`config.mk`:
```
export PLATFORM = sky130hd
export DESIGN_NAME = div_dm_prog
export DESIGN_NICKNAME = d
export VERILOG_FILES = /design/src/rtl/div_pkg.sv /design/src/rtl/div_mod_cnt.sv /design/src/rtl/div_dm_prog.sv
export SDC_FILE = /design/constraint.sdc
export NUM_CORES = 1
export LEC_CHECK = 0
export ABC_AREA = 1
export CAP_MARGIN = 20
export CORE_ASPECT_RATIO = 1.2
export CORE_MARGIN = 4
export CORE_UTILIZATION = 40
export DETAILED_ROUTE_END_ITERATION = 8
export GPL_ROUTABILITY_DRIVEN = 1
export MAX_ROUTING_LAYER = met4
export PLACE_DENSITY = 0.69
export SYNTH_ARGS = -nofsm -noshare
export SYNTH_HDL_FRONTEND = slang
export SYNTH_HIERARCHICAL = 1
export SYNTH_SLANG_ARGS = --single-unit
export TNS_END_PERCENT = 30
```
`constraint.sdc`:
```
create_clock -name clk -period 3 [get_ports clk]
set_input_delay 0.6 -clock clk [delete_from_list [all_inputs] [get_ports clk]]
set_output_delay 0.6 -clock clk [all_outputs]
set_load 0.005 [all_outputs]
```
`src/rtl/div_pkg.sv`:
```
// Shared types and helpers for the programmable dual-modulus divider.
package div_pkg;

    typedef enum logic {
        IDLE = 1'b0,
        RUN  = 1'b1
    } state_e;

    localparam int M_MIN_DEF = 2;

    // Number of high cycles in a period of ratio m: ceil(m/2).
    function automatic int unsigned calc_high(input int unsigned m);
        return (m + 1) >> 1;
    endfunction

endpackage

```
`src/rtl/div_mod_cnt.sv`:
```
// Modulo counter: synchronous clear, increment, and terminal-count flag.
module div_mod_cnt #(
    parameter int W = 9
) (
    input  logic         clk,
    input  logic         rst_n,
    input  logic         load,
    input  logic         inc,
    input  logic [W-1:0] last,
    output logic [W-1:0] cnt,
    output logic         tc
);

    logic [W-1:0] cnt_q;
    logic [W-1:0] cnt_d;

    always_comb begin
        cnt_d = cnt_q;
        if (load) begin
            cnt_d = '0;
        end else if (inc) begin
            cnt_d = cnt_q + W'(1);
        end
    end

    always_ff @(posedge clk or negedge rst_n) begin
        if (!rst_n) begin
            cnt_q <= '0;
        end else begin
            cnt_q <= cnt_d;
        end
    end

    assign cnt = cnt_q;
    assign tc  = (cnt_q == last);

endmodule

```
`src/rtl/div_dm_prog.sv`:
```
// Programmable dual-modulus clock divider: divides clk by div_n+mc, near-50% duty,
// with a registered end-of-period strobe for glitch-free ratio updates.
module div_dm_prog
    import div_pkg::*;
#(
    parameter int   WIDTH     = 8,
    parameter logic RST_VALUE = 1'b0,
    parameter int   M_MIN     = M_MIN_DEF
) (
    input  logic             clk,
    input  logic             rst_n,
    input  logic             en,
    input  logic [WIDTH-1:0] div_n,
    input  logic             mc,
    output logic             fout,
    output logic             period_end,
    output logic             busy
);

    localparam int MW = WIDTH + 1;
    localparam logic [MW-1:0] M_MIN_W = MW'(M_MIN);

    state_e          state_q, state_d;
    logic [MW-1:0]   m_lat_q, m_lat_d;
    logic            fout_q, fout_d;
    logic            pe_q, pe_d;
    logic            busy_q, busy_d;

    logic [MW-1:0]   m_req;
    logic [MW-1:0]   m_sel;
    logic [MW-1:0]   m_last;
    logic [MW-1:0]   high_cnt;
    logic [MW-1:0]   cnt;
    logic [MW-1:0]   cnt_plus;
    logic            cnt_load;
    logic            cnt_inc;
    logic            cnt_tc;

    // Widened add so div_n = 2^WIDTH-1 with mc = 1 yields 2^WIDTH without wrap.
    assign m_req    = MW'(div_n) + MW'(mc);
    assign m_sel    = (m_req < M_MIN_W) ? M_MIN_W : m_req;
    assign m_last   = m_lat_q - MW'(1);
    assign high_cnt = MW'(calc_high(32'(m_lat_q)));
    assign cnt_plus = cnt + MW'(1);

    div_mod_cnt #(.W(MW)) u_cnt (
        .clk   (clk),
        .rst_n (rst_n),
        .load  (cnt_load),
        .inc   (cnt_inc),
        .last  (m_last),
        .cnt   (cnt),
        .tc    (cnt_tc)
    );

    // Outputs are computed one cycle ahead so they line up with the counter value.
    always_comb begin
        state_d  = state_q;
        m_lat_d  = m_lat_q;
        fout_d   = fout_q;
        pe_d     = pe_q;
        busy_d   = busy_q;
        cnt_load = 1'b0;
        cnt_inc  = 1'b0;
        case (state_q)
            IDLE: begin
                if (en) begin
                    state_d  = RUN;
                    m_lat_d  = m_sel;
                    cnt_load = 1'b1;
                    fout_d   = 1'b1;
                    pe_d     = 1'b0;
                    busy_d   = 1'b1;
                end
            end
            RUN: begin
                if (cnt_tc) begin
                    cnt_load = 1'b1;
                    pe_d     = 1'b0;
                    if (en) begin
                        m_lat_d = m_sel;
                        fout_d  = 1'b1;
                    end else begin
                        state_d = IDLE;
                        fout_d  = RST_VALUE;
                        busy_d  = 1'b0;
                    end
                end else begin
                    cnt_inc = 1'b1;
                    fout_d  = (cnt_plus < high_cnt);
                    pe_d    = (cnt_plus == m_last);
                end
            end
            default: begin
                state_d  = IDLE;
                cnt_load = 1'b1;
                fout_d   = RST_VALUE;
                pe_d     = 1'b0;
                busy_d   = 1'b0;
            end
        endcase
    end

    always_ff @(posedge clk or negedge rst_n) begin
        if (!rst_n) begin
            state_q <= IDLE;
            m_lat_q <= M_MIN_W;
            fout_q  <= RST_VALUE;
            pe_q    <= 1'b0;
            busy_q  <= 1'b0;
        end else begin
            state_q <= state_d;
            m_lat_q <= m_lat_d;
            fout_q  <= fout_d;
            pe_q    <= pe_d;
            busy_q  <= busy_d;
        end
    end

    assign fout       = fout_q;
    assign period_end = pe_q;
    assign busy       = busy_q;

endmodule

```
== After elaboration in Yosys (flattened, before gate mapping) ==
Index checks and enable logic that the tools add are counted.

* Bits in registers: 22
* Input bits: 12
* Output and inout port bits: 3
* Logic and storage cells: 42

* Add/sub/neg operators: 4
* Order comparisons: 2
* Equality and inequality tests: 5
* Mux-type cells: 22
* Bitwise gates (word level): 1
* Reduce and logical (&&, ||, !) cells: 2

{| class="wikitable"
|+ Operator list
! kind !! count
|-
| 9-bit 2-to-1 mux || 5
|-
| 9-bit equality test || 2
|-
| 9-bit case mux with 2 select lines || 1
|-
| 1-bit 2-to-1 mux || 11
|-
| 9-bit by 1-bit adder with 10-bit output (second input constant) || 1
|-
| 1-bit case mux with 2 select lines || 5
|-
| 8-bit by 1-bit adder with 9-bit output || 1
|-
| 9-bit by 1-bit adder with 9-bit output (second input constant) || 1
|-
| 9-bit by 2-bit < comparator with 1-bit output (second input constant) || 1
|-
| 9-bit < comparator || 1
|-
| 9-bit by 1-bit subtractor with 9-bit output (second input constant) || 1
|-
| 2-bit inequality test (second input constant) || 2
|-
| 3-bit AND reduction || 1
|-
| 2-bit by 1-bit inequality test with 1-bit output (second input constant) || 1
|-
| 2-bit nonzero test || 1
|-
| 1-bit NOT || 1
|}

== Logic depth before layout (Yosys ltp) ==
* Word-level depth: 6
* Gate-level depth with buffers: 19

== Cells and area by module ==
The synthesis kept the hierarchy.

{| class="wikitable"
|+ By module, submodules not included
! module !! times used !! cells each !! area each (um^2) !! sequential area each (um^2)
|-
| div_dm_prog || 1 || 277 || 1,706.6 || 326.6
|-
| div_mod_cnt || 1 || 84 || 638.1 || 225.2
|}

== Worst setup path after synthesis ==
OpenSTA, ideal clock, no wires.

* Path kind: register to register
* Start point: reg m_lat_q[1]
* End point: reg u_cnt.cnt_q[7], in the netlist u_cnt/cnt[7]
* Library setup time: 0.117 ns
* Arrival: 2.369 ns
* Slack: 0.515 ns
* Stages on the path, launching flop included: 17
* Buffers on the path: 0
* Clock period less this slack: 2.485 ns
* Cell sequence: dfstp_2 > inv_1 > ha_1 > nand2_2 > nor2_1 > nand2_1 > nand2_1 > xnor2_1 > nand4_1 > nor2_1 > nor2_2 > a21oi_1 > nor2_4 > nor2_4 > nand3_2 > nor2_1 > nor2_1

* Longest elaborated chain between the ends: 5
* Elaborated cells on any way between the ends: 8

{| class="wikitable"
|+ Ends and longest elaborated chain
! item !! RTL line !! RTL
|-
| from (decl) || div_dm_prog.sv:24 || <nowiki>logic [MW-1:0] m_lat_q, m_lat_d;</nowiki>
|-
| from (signal assigned) || div_dm_prog.sv:113 || <nowiki>m_lat_q <= m_lat_d;</nowiki>
|-
| 9-bit by 1-bit subtractor with 9-bit output || div_dm_prog.sv:42 || <nowiki>assign m_last = m_lat_q - MW'(1);</nowiki>
|-
| via m_last[8] || div_dm_prog.sv:31 || <nowiki>logic [MW-1:0] m_last;</nowiki>
|-
| 9-bit equality test || div_mod_cnt.sv:35 || <nowiki>assign tc = (cnt_q == last);</nowiki>
|-
| via cnt_tc || div_dm_prog.sv:37 || <nowiki>logic cnt_tc;</nowiki>
|-
| 1-bit 2-to-1 mux || div_dm_prog.sv:77 || <nowiki>if (cnt_tc) begin</nowiki>
|-
| 1-bit 2-to-1 mux || div_dm_prog.sv:65 || <nowiki>case (state_q)</nowiki>
|-
| via cnt_inc || div_dm_prog.sv:36 || <nowiki>logic cnt_inc;</nowiki>
|-
| 2-bit nonzero test (no line) || - ||
|-
| to (signal assigned) || div_mod_cnt.sv:30 || <nowiki>cnt_q <= cnt_d;</nowiki>
|-
| to (decl) || div_mod_cnt.sv:14 || <nowiki>logic [W-1:0] cnt_q;</nowiki>
|}

The timed path passes the listed nets, and every way through them passes these cells.
A chain may end at the register's enable or synchronous reset.

== Final worst setup path ==
* Start point: reg m_lat_q[1]
* End point: reg u_cnt.cnt_q[8], in the netlist u_cnt/cnt[8]

The elaborated chain is that of the path after synthesis.

==> key figures <==
Clocking
  • H-tree lvl count: 1
  • Clk sinks: 22
  • Clock Latency Late Sink: between 0.2 and 0.3 ns
  • TritonCTS clock tree: built
  • Post-CTS Setup Inserts: 0
  • Longest Clk Path Bufs: 2
  • Hold buffers post-CTS: 0
  • Clk pin slew, worst setup/hold paths: around 0.090 ns
  • CTS buffer count: 3
  • Clk root buf: clkbuf_8

Floorplanning
  • Initial core utilization: 41.4%
  • IO Pins: 15
  • CORE AREA: about 0.0057 mm^2
  • Row cnt: 30
  • Die width: 77.9 um
  • Die height: ~92 um
  • Die area: about 0.0072 mm^2

Logic synthesis
  • Post-synthesis sequential area ratio: a little under a quarter
  • Syn nets: 388
  • Avg Cell Area, Syn: ~6.5 um^2
  • Yosys warnings: 6
  • Synthesized cell area: 0.00234 mm^2
  • Synth unique cells: 30
  • FF+latch count, synth: 22
  • Cell count after synthesis: between 300 and 400

Worst setup path
  • Critical path startpoint category: flop
  • Crit-path max cell delay: 0.59 ns
  • Cell chain of the critical path: inv_1, ha_1, nand3_1, nand2_1, o21ai_1, xor2_1, nor2_1, nand3_1, nor2_2, nor2_4, a21oi_2, nor2_4, nor2_1, nand3b_1, nor2_1, nor2_1
  • Setup crit end kind: flop
  • CP dominant cell by count: nor2_1
  • Crit path DAT: 2.88 ns
  • Worst Path Max Fanout: 8
  • Buf+Inv Stages, Crit Path: 1
  • Top Family by Delay on Critical Path: simple AND/OR/NAND/NOR gates
  • Critical path's slowest cell: dfstp_2
  • CP startpoint: m_lat_q[1]
  • Critical setup path kind: reg2reg
  • Critical R2R Launch: m_lat_q[1]
  • WP data required: around 3.2 ns

Timing
  • Final Hold Vio Count: 0
  • Fmax: ~370 MHz
  • Setup_tns: 0 ns
  • RSZ-0062 raised after global routing: no
  • Worst-Margin Slew: between 0.4 and 0.5 ns
  • Period Utilization, post-route: 90.5%
  • # setup viols final: 0
  • Final worst slack: ~0.29 ns
  • Setup Skew: approximately 0.0053 ns
  • Period minus WS final: approximately 2.7 ns
  • Slew margin rel.: 69.3%
  • Max-slew violations: 0

Run
  • Max Cap Viol: 0

Drt
  • Via count: approximately 2200
  • DR WL/cell: ~11 um
  • Vias per cell: 4.74
  • Drt total wl: roughly 5100 um
  • Drt first-iter violations: roughly 130
  • ANT nets after route: 0
  • First-pass detailed-route iteration total: 4
  • Post-route DRC: 0

Pwr
  • Peak VDD IR: approximately 600 uV
  • Leakage: 0.00129 uW
  • Switching portion of total power: between 50% and 60%
  • Comb power frac: between 60 and 70%
  • Net Switching: between 1000 and 1500 uW
  • Clk pwr share: between 7 and 8%
  • Internal cell power: roughly 1200 uW
  • Seq pwr share: a little over a quarter
  • Cell Pwr Density: 1010 mW/mm^2

Cells and area
  • Nets: between 400 and 500
  • # fillers: roughly 570
  • Share of layout cells above drive strength 1: approximately an eighth
  • Final Core Density: between 40 and 50%
  • Ant. Diodes: 0
  • Final Cell Area: 0.00263 mm^2
  • Area delta synth->final: 12.0%

Status
  • Status: completed

GRT
  • GRT Overall Usage: 15.7%
  • Largest net degree at the start of global routing: 23
  • Initial antenna violation count: 0
  • Vias in the first global route: about 2000
  • Total gr overflow: 0
  • First-pass GRT wire length: ~9000 um

Placed design
  • GP Congestion: 0.888
  • IO Port Bufs: 14
  • Place WS: ~0.18 ns
  • Placed cell area: ~0.0026 mm^2
  • Final HPWL DP: ~4000 um

Min path
  • HP Start: fout
  • Worst min path class: reg2reg
## synthesized netlist by cell type
cell	instances	share of area, %
nand3_2	2	0.85
nand3_1	23	4.9
nand2_4	1	0.48
nand3b_1	1	0.32
ha_1	15	8.0
inv_2	3	0.48
o21ai_0	14	3.0
nor3_4	1	0.69
nor2_4	7	3.4
dfstp_2	1	1.1
o2111ai_1	1	0.37
buf_2	4	0.85
o21ai_2	1	0.37
a21oi_1	8	1.7
nand4_1	7	1.9
dfrtp_1	21	22
nand2_1	110	18
nor2_1	46	7.4
buf_6	2	0.96
nor2_2	7	1.9
xor2_1	13	4.9
nand3_4	1	0.75
xnor2_1	11	4.1
clkbuf_1	1	0.16
o21ai_1	2	0.43
o21bai_1	1	0.32
a31oi_1	2	0.53
nor3_1	3	0.64
inv_1	40	6.4
nand2_2	12	3.2
## power by group through the flow
stage	Clock, uW	Combinational (uW)	Sequential, uW
final	200	1750	708
after global routing	219	2050	746
after CTS	206	1750	708
after detailed placement	0	1730	715
after global placement	0	1710	710
after floorplan	0	1480	602
## state kept, by name, indices dropped and copies added (netlist names)
signal      flops
m_lat_q         9
fout            1
state_q         1
busy            1
period_end      1
u_cnt/cnt       9
## placed cells by master, fill, tap and decap left out, types with 12 or more instances in the layout
cell / instances
ha_1: 15
nand2_1: 110
nand3_1: 23
o21ai_0: 14
nor2_1: 45
xor2_1: 13
clkdlybuf4s50_1: 14
inv_1: 40
dfrtp_1: 21
nand2_2: 12
## layout make-up
cell class,instances,area (um^2),area share (%)
multi-input combinational,289,1600,60.8
sequential,22,552,21.0
timing repair buffer,18,170,6.48
inverter,43,161,6.15
tap,80,100,3.81
clock buffer,4,45.0,1.72
## stage by stage
step | instances | power [uW] | hold WS [ns]
floorplan | 361 | 2080 | 0.304
global placement | 452 | 2420 | 0.472
detailed placement | 452 | 2450 | 0.480
CTS | 456 | 2670 | 0.506
global route | 456 | 3010 | 0.567
finish | 456 | 2660 | 0.499
## kinds of logic after synthesis
group           after synthesis  synth area share (%)
compound gates               29                  6.72
buf+inv                      50                  8.86
fa+ha+maj                    15                  8.00
xor+xnor                     24                  8.96
flops                        22                  23.5
simple gates                221                  43.9
## worst reg2reg max path: stages (launching register included)
cell	delay, ns
dfstp_2	0.59
inv_1	0.06
ha_1	0.23
nand3_1	0.14
nand2_1	0.06
o21ai_1	0.16
xor2_1	0.11
nor2_1	0.14
nand3_1	0.10
nor2_2	0.18
nor2_4	0.10
a21oi_2	0.20
nor2_4	0.09
nor2_1	0.16
nand3b_1	0.12
nor2_1	0.11
nor2_1	0.05
## per-layer routing
metal	part of all wire [%]	up-vias	global-route usage, %
li1	-	1161	-
met1	50	967	21.9
met2	46	26	24.4
met3	2.4	7	1.18
met4	1.6	0	4.81
met5	0	-	-
## path summary, 6_finish.rpt
path | slack, ns | cells after the start | to
worst max register to register | 0.29 | 16 | u_cnt/cnt[8]
worst max-delay path | 0.29 | 16 | u_cnt/cnt[8]
max in group asynchronous | 2.04 | 2 | m_lat_q[1]
worst min register to register | 0.50 | 2 | fout
min in group asynchronous | 0.68 | 2 | u_cnt/cnt[2]
worst min-delay path | 0.50 | 2 | fout
## timing repair
action	in CTS	in global routing
endpoints found under the setup margin	0	8
hold endpoints to repair	0	0
gates resized for setup	0	3
Note: power is estimated with default switching activity, not from simulation.
